## config.mk

```make
export PLATFORM = sky130hd
export DESIGN_NAME = belt_warn_annunciator
export DESIGN_NICKNAME = d
export VERILOG_FILES = /design/src/rtl/belt_warn_pkg.sv /design/src/rtl/belt_warn_annunciator_debounce.sv /design/src/rtl/belt_warn_annunciator.sv
export SDC_FILE = /design/constraint.sdc
export NUM_CORES = 1
export LEC_CHECK = 0
export ABC_AREA = 0
export ABC_CLOCK_PERIOD_IN_PS = 2900
export CORE_UTILIZATION = 40
export DETAILED_ROUTE_END_ITERATION = 6
export HOLD_SLACK_MARGIN = 0.05
export MAX_ROUTING_LAYER = met4
export RECOVER_POWER = 25
export SLEW_MARGIN = 15
export SYNTH_ARGS = -nofsm -noshare
export SYNTH_HDL_FRONTEND = slang
export SYNTH_SLANG_ARGS = --single-unit
```

## constraint.sdc

```tcl
create_clock -name Clk -period 2.9 [get_ports Clk]
set_input_delay 0.435 -clock Clk [delete_from_list [all_inputs] [get_ports Clk]]
set_output_delay 0.435 -clock Clk [all_outputs]
set_load 0.005 [all_outputs]
```

## src/rtl/belt_warn_pkg.sv

```systemverilog
// Shared constants for the seat-belt warning annunciator: FSM encoding,
// default timing parameters and a counter-width helper.
package belt_warn_pkg;

    localparam logic [1:0] ST_IDLE       = 2'd0;
    localparam logic [1:0] ST_WARN_BUZZ  = 2'd1;
    localparam logic [1:0] ST_WARN_QUIET = 2'd2;

    localparam int DEF_TICK_DIV    = 10;
    localparam int DEF_BLINK_TICKS = 5;
    localparam int DEF_BUZZ_TICKS  = 30;
    localparam int DEF_DEBOUNCE    = 4;

    // Bits needed to hold 0..max_val, never fewer than one.
    function automatic int cnt_width(input int max_val);
        return (max_val < 1) ? 1 : $clog2(max_val + 1);
    endfunction

endpackage

```

## src/rtl/belt_warn_annunciator_debounce.sv

```systemverilog
// Single-bit debouncer: the output follows the raw line only after it has
// disagreed for DEBOUNCE consecutive clock edges.
module belt_debounce
    import belt_warn_pkg::*;
#(
    parameter int DEBOUNCE = DEF_DEBOUNCE
) (
    input  logic Clk,
    input  logic Rst_n,
    input  logic raw,
    output logic deb
);

    localparam int CW = cnt_width(DEBOUNCE - 1);
    localparam logic [CW-1:0] CNT_LAST = CW'(DEBOUNCE - 1);

    logic [CW-1:0] cnt;

    always_ff @(posedge Clk or negedge Rst_n) begin
        if (!Rst_n) begin
            cnt <= '0;
            deb <= 1'b0;
        end else if (raw != deb) begin
            // The edge that would bring the count to DEBOUNCE flips the output.
            if (cnt == CNT_LAST) begin
                cnt <= '0;
                deb <= raw;
            end else begin
                cnt <= cnt + 1'b1;
            end
        end else begin
            cnt <= '0;
        end
    end

endmodule

```

## src/rtl/belt_warn_annunciator.sv

```systemverilog
// Seat-belt warning annunciator: debounced K/P/S sensors drive a blinking
// lamp, a time-limited buzzer and an activity flag.
module belt_warn_annunciator
    import belt_warn_pkg::*;
#(
    parameter int TICK_DIV    = DEF_TICK_DIV,
    parameter int BLINK_TICKS = DEF_BLINK_TICKS,
    parameter int BUZZ_TICKS  = DEF_BUZZ_TICKS,
    parameter int DEBOUNCE    = DEF_DEBOUNCE
) (
    input  logic Clk,
    input  logic Rst_n,
    input  logic K_s,
    input  logic P_s,
    input  logic S_s,
    output logic Lamp_s,
    output logic Buzz_s,
    output logic Active_s
);

    // state      | meaning
    // IDLE       | no warning, all outputs off, timebase stopped
    // WARN_BUZZ  | warning active, lamp blinking, buzzer on
    // WARN_QUIET | warning active, lamp blinking, buzzer done until re-armed

    localparam int PW = cnt_width(TICK_DIV - 1);
    localparam int LW = cnt_width(BLINK_TICKS - 1);
    localparam int BW = cnt_width(BUZZ_TICKS - 1);

    localparam logic [PW-1:0] PRESC_LAST = PW'(TICK_DIV - 1);
    localparam logic [LW-1:0] BLINK_LAST = LW'(BLINK_TICKS - 1);
    localparam logic [BW-1:0] BUZZ_LAST  = BW'(BUZZ_TICKS - 1);

    logic          k_d, p_d, s_d;
    logic          warn;
    logic          tick;
    logic [1:0]    state;
    logic [PW-1:0] presc;
    logic [LW-1:0] blink_cnt;
    logic [BW-1:0] buzz_cnt;
    logic          lamp_q, buzz_q;

    belt_debounce #(.DEBOUNCE(DEBOUNCE)) u_deb_k (.Clk(Clk), .Rst_n(Rst_n), .raw(K_s), .deb(k_d));
    belt_debounce #(.DEBOUNCE(DEBOUNCE)) u_deb_p (.Clk(Clk), .Rst_n(Rst_n), .raw(P_s), .deb(p_d));
    belt_debounce #(.DEBOUNCE(DEBOUNCE)) u_deb_s (.Clk(Clk), .Rst_n(Rst_n), .raw(S_s), .deb(s_d));

    assign warn = k_d & p_d & ~s_d;
    assign tick = (presc == PRESC_LAST);

    always_ff @(posedge Clk or negedge Rst_n) begin
        if (!Rst_n) begin
            state     <= ST_IDLE;
            presc     <= '0;
            blink_cnt <= '0;
            buzz_cnt  <= '0;
            lamp_q    <= 1'b0;
            buzz_q    <= 1'b0;
        end else begin
            case (state)
                ST_IDLE: begin
                    if (warn) begin
                        state     <= ST_WARN_BUZZ;
                        presc     <= '0;
                        blink_cnt <= '0;
                        buzz_cnt  <= '0;
                        lamp_q    <= 1'b1;
                        buzz_q    <= 1'b1;
                    end
                end
                ST_WARN_BUZZ, ST_WARN_QUIET: begin
                    // Loss of the warning condition overrides any timer event.
                    if (!warn) begin
                        state     <= ST_IDLE;
                        presc     <= '0;
                        blink_cnt <= '0;
                        buzz_cnt  <= '0;
                        lamp_q    <= 1'b0;
                        buzz_q    <= 1'b0;
                    end else begin
                        presc <= tick ? '0 : presc + 1'b1;
                        if (tick) begin
                            if (blink_cnt == BLINK_LAST) begin
                                blink_cnt <= '0;
                                lamp_q    <= ~lamp_q;
                            end else begin
                                blink_cnt <= blink_cnt + 1'b1;
                            end
                            if (state == ST_WARN_BUZZ) begin
                                if (buzz_cnt == BUZZ_LAST) begin
                                    state  <= ST_WARN_QUIET;
                                    buzz_q <= 1'b0;
                                end else begin
                                    buzz_cnt <= buzz_cnt + 1'b1;
                                end
                            end
                        end
                    end
                end
                default: begin
                    state  <= ST_IDLE;
                    lamp_q <= 1'b0;
                    buzz_q <= 1'b0;
                end
            endcase
        end
    end

    assign Lamp_s   = lamp_q;
    assign Buzz_s   = buzz_q;
    assign Active_s = (state != ST_IDLE);

endmodule

```

==> metrics.md, run 1 <==
| Metric | Value |
|---|---|
| Status | completed |
| Hold buffers post-CTS | 0 |
| Largest family of logic cells by synthesized area | simple AND/OR/NAND/NOR gates |
| Mapped Area | 1370 sq um |
| Synthesized Nets | 149 |
| Total GRT Usage | 15.8% |
| Fin crit period | 2.12 ns |
| LEAKAGE | 0.661 nW |
| CP max FO | 5 |
| I/O pin total | 8 |
| CTS tree | yes |
| Share of post-route cells with drive strength above 1 | 5.67% |
| Post-CTS setup buffer count | 0 |
| Post-DP HPWL | 1.80 mm |
| Die area | 3660 sq um |
| Cells after Synth | 131 |
| Clock transition at path regs | 0.13 ns |
| Worst setup path class | reg2out |
| Die width | 60.5 um |
| First-pass GRT wire length | 4.21 mm |
| Distinct cells, synth | 32 |
| Die Ht | 60.5 um |
| Vias in the first global route | 993 |
| Vias | 1000 |
| FF/Latch Area | 626 sq um |
| Cts repair resizes | 0 |
| Worst setup EP type | primary output |
| Worst-skew pair later-pin latency | 0.31 ns |
| Root buffer cell | clkbuf_4 |
| Multiplexer share of the synthesized area | 6.94% |
| Pin count of the biggest net entering global routing | 26 |
| Total number of H-tree levels | 1 |
| Hold slack | 0.449 ns |
| Final period util | 73.0% |
| Final Slew Violations | 0 |
| Diode count | 0 |
| Multi-input gate area | 703 sq um |
| Avg Inst Size Synth | 10.5 sq um |
| Initial drt markers | 40 |
| Clock buffer count from CTS | 3 |
| Fin cells | 185 |
| Drt total wl | 2.41 mm |
| Via density | 5.41 |
| Initial antenna violation count | 0 |
| Total gr overflow | 0 |
| Gpl congestion | 0.802 |
| YS warnings | 0 |
| Setup_tns | 0 ns |
| XOR/XNOR Fraction of Synth Area | 1.92% |
| Clock sinks | 25 |
| Net count, final | 160 |
| Share of the yosys chip area belonging to registers | 45.7% |
| Port bufs | 7 |
| Post-route ant nets | 0 |
| CP arrival | 1.68 ns |
| Max_slew headroom | 9.76% |
| CTS max path bufs | 2 |
| Core ar. | 3150 sq um |
| Post-DR wirelength/cell | 13.0 um |
| Fraction of registers with async set/reset | 100% |
| First drt pass iteration count | 4 |
| CP startpoint kind | flop |
| Post-Synth Adder-Cell Area | 11.9% |
| Clock skew | 0.00138 ns |
| Min-delay worst type | reg2reg |
| Dpl cells | 181 |
| Max-cap violations | 0 |
| P&R area growth vs syn | 10.2% |
| Fill cells | 312 |
| Setup repair after global routing missed its margin | false |
| Maximum vdd ir drop | 0.000373 V |
| Row cnt | 20 |
| Cell Pwr Density | 682 nW/um^2 |
| Initial Util | 43.5% |
| Setup Viol. Count Final | 0 |
| Top FF cell, synth | dfrtp_1 |
| Synth Area in Compound Gates | 11.3% |
| Simple logic cell fraction of the synthesized area | 19.3% |
| CP required | 2.47 ns |
| DRC | 0 |
| Number of synthesized flops with an enable pin | 0 |
| Flops & latches, synth | 25 |
| Peak Freq | 0.472 GHz |
| Worst-margin pin slew | 1.35 ns |
| Final Hold Violating Endpoints | 0 |
## final timing paths
| check | end | slack, ns | cells after the start | startpoint |
|---|---|---|---|---|
| min | u_deb_p.cnt[0]$_DFF_PN0_ | 0.45 | 1 | u_deb_p.cnt[0]$_DFF_PN0_ |
| max in group asynchronous | Buzz_s$_DFFE_PN0P_ | 1.17 | 2 | Rst_n |
| min reg2reg | u_deb_p.cnt[0]$_DFF_PN0_ | 0.45 | 1 | u_deb_p.cnt[0]$_DFF_PN0_ |
| max | Active_s | 0.78 | 4 | state[0]$_DFFE_PN0P_ |
| min in group asynchronous | buzz_cnt[2]$_DFFE_PN0P_ | 0.94 | 2 | Rst_n |
| max reg2reg | state[0]$_DFFE_PN0P_ | 1.05 | 5 | state[0]$_DFFE_PN0P_ |
## final cells by class
cell class / instances / share of cell area, %
Tap cell: 44 / 3.65
Multi-Input combinational cell: 97 / 46.6
Timing Repair Buffer: 8 / 4.89
Sequential cell: 25 / 41.4
Clock buffer: 4 / 1.74
Inverter: 7 / 1.74
## layer usage
| metal | global-route usage, % | routed length [um] | part of all wire, % |
|---|---|---|---|
| met4 | 5.19 | 33 | 1.4 |
| met5 | - | 0 | 0 |
| met1 | 18.3 | 1140 | 47 |
| met3 | 1.92 | 61 | 2.5 |
| met2 | 28.1 | 1170 | 49 |
## stage by stage
| step | power (mW) | util [%] | setup WS [ns] | cell area (sq um) |
|---|---|---|---|---|
| after floorplan | 0.755 | - | 1.29 | 1370 |
| after global placement | 0.867 | 47.2 | 1.14 | 1490 |
| after detailed placement | 0.886 | 47.2 | 1.06 | 1490 |
| after CTS | 1.04 | 48.0 | 0.776 | 1510 |
| after global routing | 1.12 | 47.9 | 0.708 | 1510 |
| final | 1.03 | 47.9 | 0.783 | 1510 |
## sequential cells by signal, summed over array words and instances (netlist names)
name         count
u_deb_p.deb      1
blink_cnt        3
buzz_cnt         5
u_deb_s.cnt      2
u_deb_k.deb      1
u_deb_p.cnt      2
state            2
Buzz_s           1
presc            4
u_deb_k.cnt      2
Lamp_s           1
u_deb_s.deb      1
## kinds of logic after synthesis
| logic type | after synthesis |
|---|---|
| buffers and inverters | 9 |
| multiplexers | 9 |
| adder cells (fa/ha/maj) | 13 |
| XOR/XNOR | 3 |
| AND/OR/NAND/NOR | 46 |
| AO/OA/AOI/OAI | 26 |
| flip-flops | 25 |
## synthesized netlist by cell type (3+ instances only)
master / n / area [sq um]
ha_1: 13 / 163
mux2i_1: 5 / 50.1
o211ai_1: 5 / 37.5
nand3_1: 7 / 35.0
a21oi_1: 4 / 20.0
dfrtp_1: 25 / 626
nand2_1: 12 / 45.0
inv_1: 7 / 26.3
o21ai_0: 12 / 60.1
nor2_1: 5 / 18.8
nor3_1: 3 / 15.0
mux2_2: 4 / 45.0
## where the power goes
part           internal (mW)  switching [mW]
logic                  0.182           0.194
registers              0.426          0.0719
clock network         0.0538           0.102
total                  0.662           0.368
## layout by cell type, fill, tap and decap left out, types with 3 or more instances in the layout
cell type / instances
mux2i_1: 5
nor3_1: 3
clkdlybuf4s50_1: 6
o21ai_0: 12
dfrtp_1: 25
nand3_1: 7
o211ai_1: 5
clkbuf_4: 3
nor2_1: 5
inv_1: 7
nand2_1: 12
ha_1: 13
a21oi_1: 4
mux2_2: 4
## worst max-delay path: stages, from the launching register on
cell and delay, ns:
dfrtp_1 0.43, inv_1 0.08, ha_1 0.27, inv_1 0.09, clkdlybuf4s50_1 0.49
Power figures use the tool's default switching activity.
==> inputs of run 2 (changes only) <==
--- a/config.mk
+++ b/config.mk
@@ -6,7 +6,7 @@
 export NUM_CORES = 1
 export LEC_CHECK = 0
 export ABC_AREA = 0
-export ABC_CLOCK_PERIOD_IN_PS = 2900
+export ABC_CLOCK_PERIOD_IN_PS = 2200
 export CORE_UTILIZATION = 40
 export DETAILED_ROUTE_END_ITERATION = 6
 export HOLD_SLACK_MARGIN = 0.05
==> constraint.sdc (replaced) <==
create_clock -name Clk -period 2.2 [get_ports Clk]
set_input_delay 0.33 -clock Clk [delete_from_list [all_inputs] [get_ports Clk]]
set_output_delay 0.33 -clock Clk [all_outputs]
set_load 0.005 [all_outputs]
==> run 2 against run 1 <==
  * Clock skew is essentially flat
  * Final area about the same
  * Clock-buffer cell count shrank 1
  * Flip-flop and latch count is the same
  * First-iteration DRC count is 45% higher
  * Via count stayed put
  * Utilization barely moved
  * Wire length grew 3.2%
  * Critical path depth unchanged
  * Clock power grew 35%
  * Highest routed layer unchanged
==> metrics.md, run 2 (same netlist as run 1, synthesis figures left out) <==
| Metric | Value |
|---|---|
| Drt total wl | 2.49 mm (+3.2%) |
| LEAKAGE | 0.664 nW (+0.41%) |
| Setup Viol. Count Final | 0 (unchanged) |
| Final period util | 93.3% |
| CP max FO | 5 (unchanged) |
| Clock buffer count from CTS | 3 (unchanged) |
| Initial antenna violation count | 0 (unchanged) |
| CTS tree | yes |
| Cts repair resizes | 0 (unchanged) |
| Crit path max-delay cell type | clkdlybuf4s50_1 |
| CP required | 1.87 ns (-0.60 ns) |
| Reg2Reg Depth | 5 (unchanged) |
| Most frequent cells in the layout | dfrtp_1, ha_1, o21ai_0, nand2_1 |
| First drt pass iteration count | 6 (+2) |
| Vias in the first global route | 1012 (+1.9%) |
| Post-CTS setup buffer count | 0 (unchanged) |
| Largest Register | buzz_cnt |
| Fin cells | 185 (unchanged) |
| I/O pin total | 8 (unchanged) |
| Status | completed |
| Hold buffers post-CTS | 0 (unchanged) |
| Setup_tns | 0 ns (unchanged) |
| Vias | 1000 (unchanged) |
| Post-DR wirelength/cell | 13.4 um (+3.2%) |
| Sink of the worst hold path | u_deb_s.cnt[0]$_DFF_PN0_ |
| Die width | 60.5 um (unchanged) |
| Worst hold start | u_deb_s.cnt[0]$_DFF_PN0_ |
| Total gr overflow | 0 (unchanged) |
| Post-DP HPWL | 1.88 mm (+4.7%) |
| Worst setup path class | reg2out |
| Max_slew headroom | 11.5% (+1.8 points) |
| Net count, final | 160 (unchanged) |
| Hold slack | 0.444 ns (-0.00476 ns) |
| Fin worst setup slack | 0.148 ns (-0.635 ns) |
| Clock sinks | 25 (unchanged) |
| Fin crit period | 2.05 ns |
| Worst R2R Start | state[0]$_DFFE_PN0P_ |
| Crit Reg-Reg Endpoint | state[0]$_DFFE_PN0P_ |
| Fin area | 1510 sq um (about the same) |
| Die area | 3660 sq um (unchanged) |
| CTS max path bufs | 2 (unchanged) |
| Share of post-route cells with drive strength above 1 | 6.38% (+0.71 points) |
| Design Power | 1.36 mW (+32%) |
| Peak Freq | 0.487 GHz |
| R2R setup slack | 0.35 ns (-0.70 ns) |
| Via density | 5.41 (unchanged) |
| CP startpoint kind | flop |
| Slowest cell delay on critical path | 0.49 ns (about the same) |
| Row cnt | 20 (unchanged) |
| Post-route ant nets | 0 (unchanged) |
| Initial Util | 43.5% (unchanged) |
| Die Ht | 60.5 um (unchanged) |
| Pre-CTS setup slack | 0.397 ns (-0.667 ns) |
| Largest registers | buzz_cnt (5), presc (4), blink_cnt (3) |
| Hold Path Depth | 1 (unchanged) |
| Cell Pwr Density | 902 nW/um^2 (+32%) |
| Worst setup EP type | primary output |
| Util after Layout | 47.9% (about the same) |
| Clock skew | 0.00123 ns (-0.000153 ns) |
| Post-DP Area | 1490 sq um (unchanged) |
| Total GRT Usage | 16.6% (+0.85 points) |
| DRC | 0 (unchanged) |
| Final Slew Violations | 0 (unchanged) |
| Pin count of the biggest net entering global routing | 26 (unchanged) |
| Total number of H-tree levels | 1 (unchanged) |
| Dpl cells | 181 (unchanged) |
| CP arrival | 1.72 ns (+0.04 ns) |
| Worst-margin pin slew | 1.33 ns (-0.0266 ns) |
| Initial drt markers | 58 (+45%) |
| P&R area growth vs syn | 10.3% (about the same) |
| Final Hold Violating Endpoints | 0 (unchanged) |
| Critical-path cell list | inv_1 > ha_1 > inv_1 > clkdlybuf4s50_1 |
| First-pass GRT wire length | 4.39 mm (+4.3%) |
| Maximum vdd ir drop | 0.000507 V (+36%) |
| Worst-skew pair later-pin latency | 0.32 ns (about the same) |
| Diode count | 0 (unchanged) |
| Max-cap violations | 0 (unchanged) |
| Min-delay worst type | reg2reg |
| Root buffer cell | clkbuf_4 |
| Core ar. | 3150 sq um (unchanged) |
| Top cell by count, worst path | inv_1 |
| Most common cell after layout, fill and taps aside | dfrtp_1 |
| Clock transition at path regs | 0.14 ns (about the same) |
| Max reg flops | 5 (unchanged) |
| Port bufs | 7 (unchanged) |
| Fill cells | 317 (+1.6%) |
| Setup repair after global routing missed its margin | false |
| Gpl congestion | 0.838 (+4.5%) |
## run 2: changes by cell type in the layout (fill, tap and decap cells not counted), sizes merged
cell | previous run | this run
clkbuf | 5 | 4
clkinv | 0 | 1
## run 2: final cells by class
| class | count | area [sq um] | share of cell area, % |
|---|---|---|---|
| Multi-Input combinational cell | 97 | 703 | 46.5 |
| Sequential cell | 25 | 626 | 41.4 |
| Timing Repair Buffer | 8 | 73.8 | 4.88 |
| Tap cell | 44 | 55.1 | 3.64 |
| Inverter | 7 | 26.3 | 1.74 |
| Clock buffer | 3 | 22.5 | 1.49 |
| Clock inverter | 1 | 5.00 | 0.331 |
## run 2: worst max-delay path: cells and delay by family, from the launching register on
kind                     cells  cell delay (ns)
adder cells (fa/ha/maj)      1             0.27
flip-flops                   1             0.44
buffers and inverters        3             0.68
## run 2: worst max-delay path by stage
stage / startpoint / end / slack (ns) / depth (start not counted)
floorplan: presc[1]$_DFFE_PN0P_ / buzz_cnt[3]$_DFFE_PN0P_ / 0.59 / 7
global placement: presc[1]$_DFFE_PN0P_ / buzz_cnt[3]$_DFFE_PN0P_ / 0.47 / 6
CTS: state[0]$_DFFE_PN0P_ / Active_s / 0.14 / 4
detailed placement: state[0]$_DFFE_PN0P_ / state[0]$_DFFE_PN0P_ / 0.40 / 5
finish: state[0]$_DFFE_PN0P_ / Active_s / 0.15 / 4
global route: state[0]$_DFFE_PN0P_ / Active_s / 0.05 / 4
## run 2: power breakdown
part | leakage [nW] | switching, mW | internal, mW
logic | 0.313 | 0.257 | 0.241
clock network | 0.0177 | 0.143 | 0.0683
registers | 0.334 | 0.0930 | 0.561
## run 2: routing by layer
metal / vias up / global-route usage (%) / wire length (um)
met1: 485 / 20.1 / 1120
met5: - / - / 0
met3: 4 / 4.69 / 85
met2: 17 / 26.7 / 1260
met4: 0 / 5.52 / 23
li1: 494 / - / -
==> inputs of run 3 (changes only) <==
--- a/config.mk
+++ b/config.mk
@@ -6,7 +6,6 @@
 export NUM_CORES = 1
 export LEC_CHECK = 0
 export ABC_AREA = 0
-export ABC_CLOCK_PERIOD_IN_PS = 2200
 export CORE_UTILIZATION = 40
 export DETAILED_ROUTE_END_ITERATION = 6
 export HOLD_SLACK_MARGIN = 0.05
==> results of run 3 <==
Same layout as run 2: the final DEF is identical, and so are final timing and power.
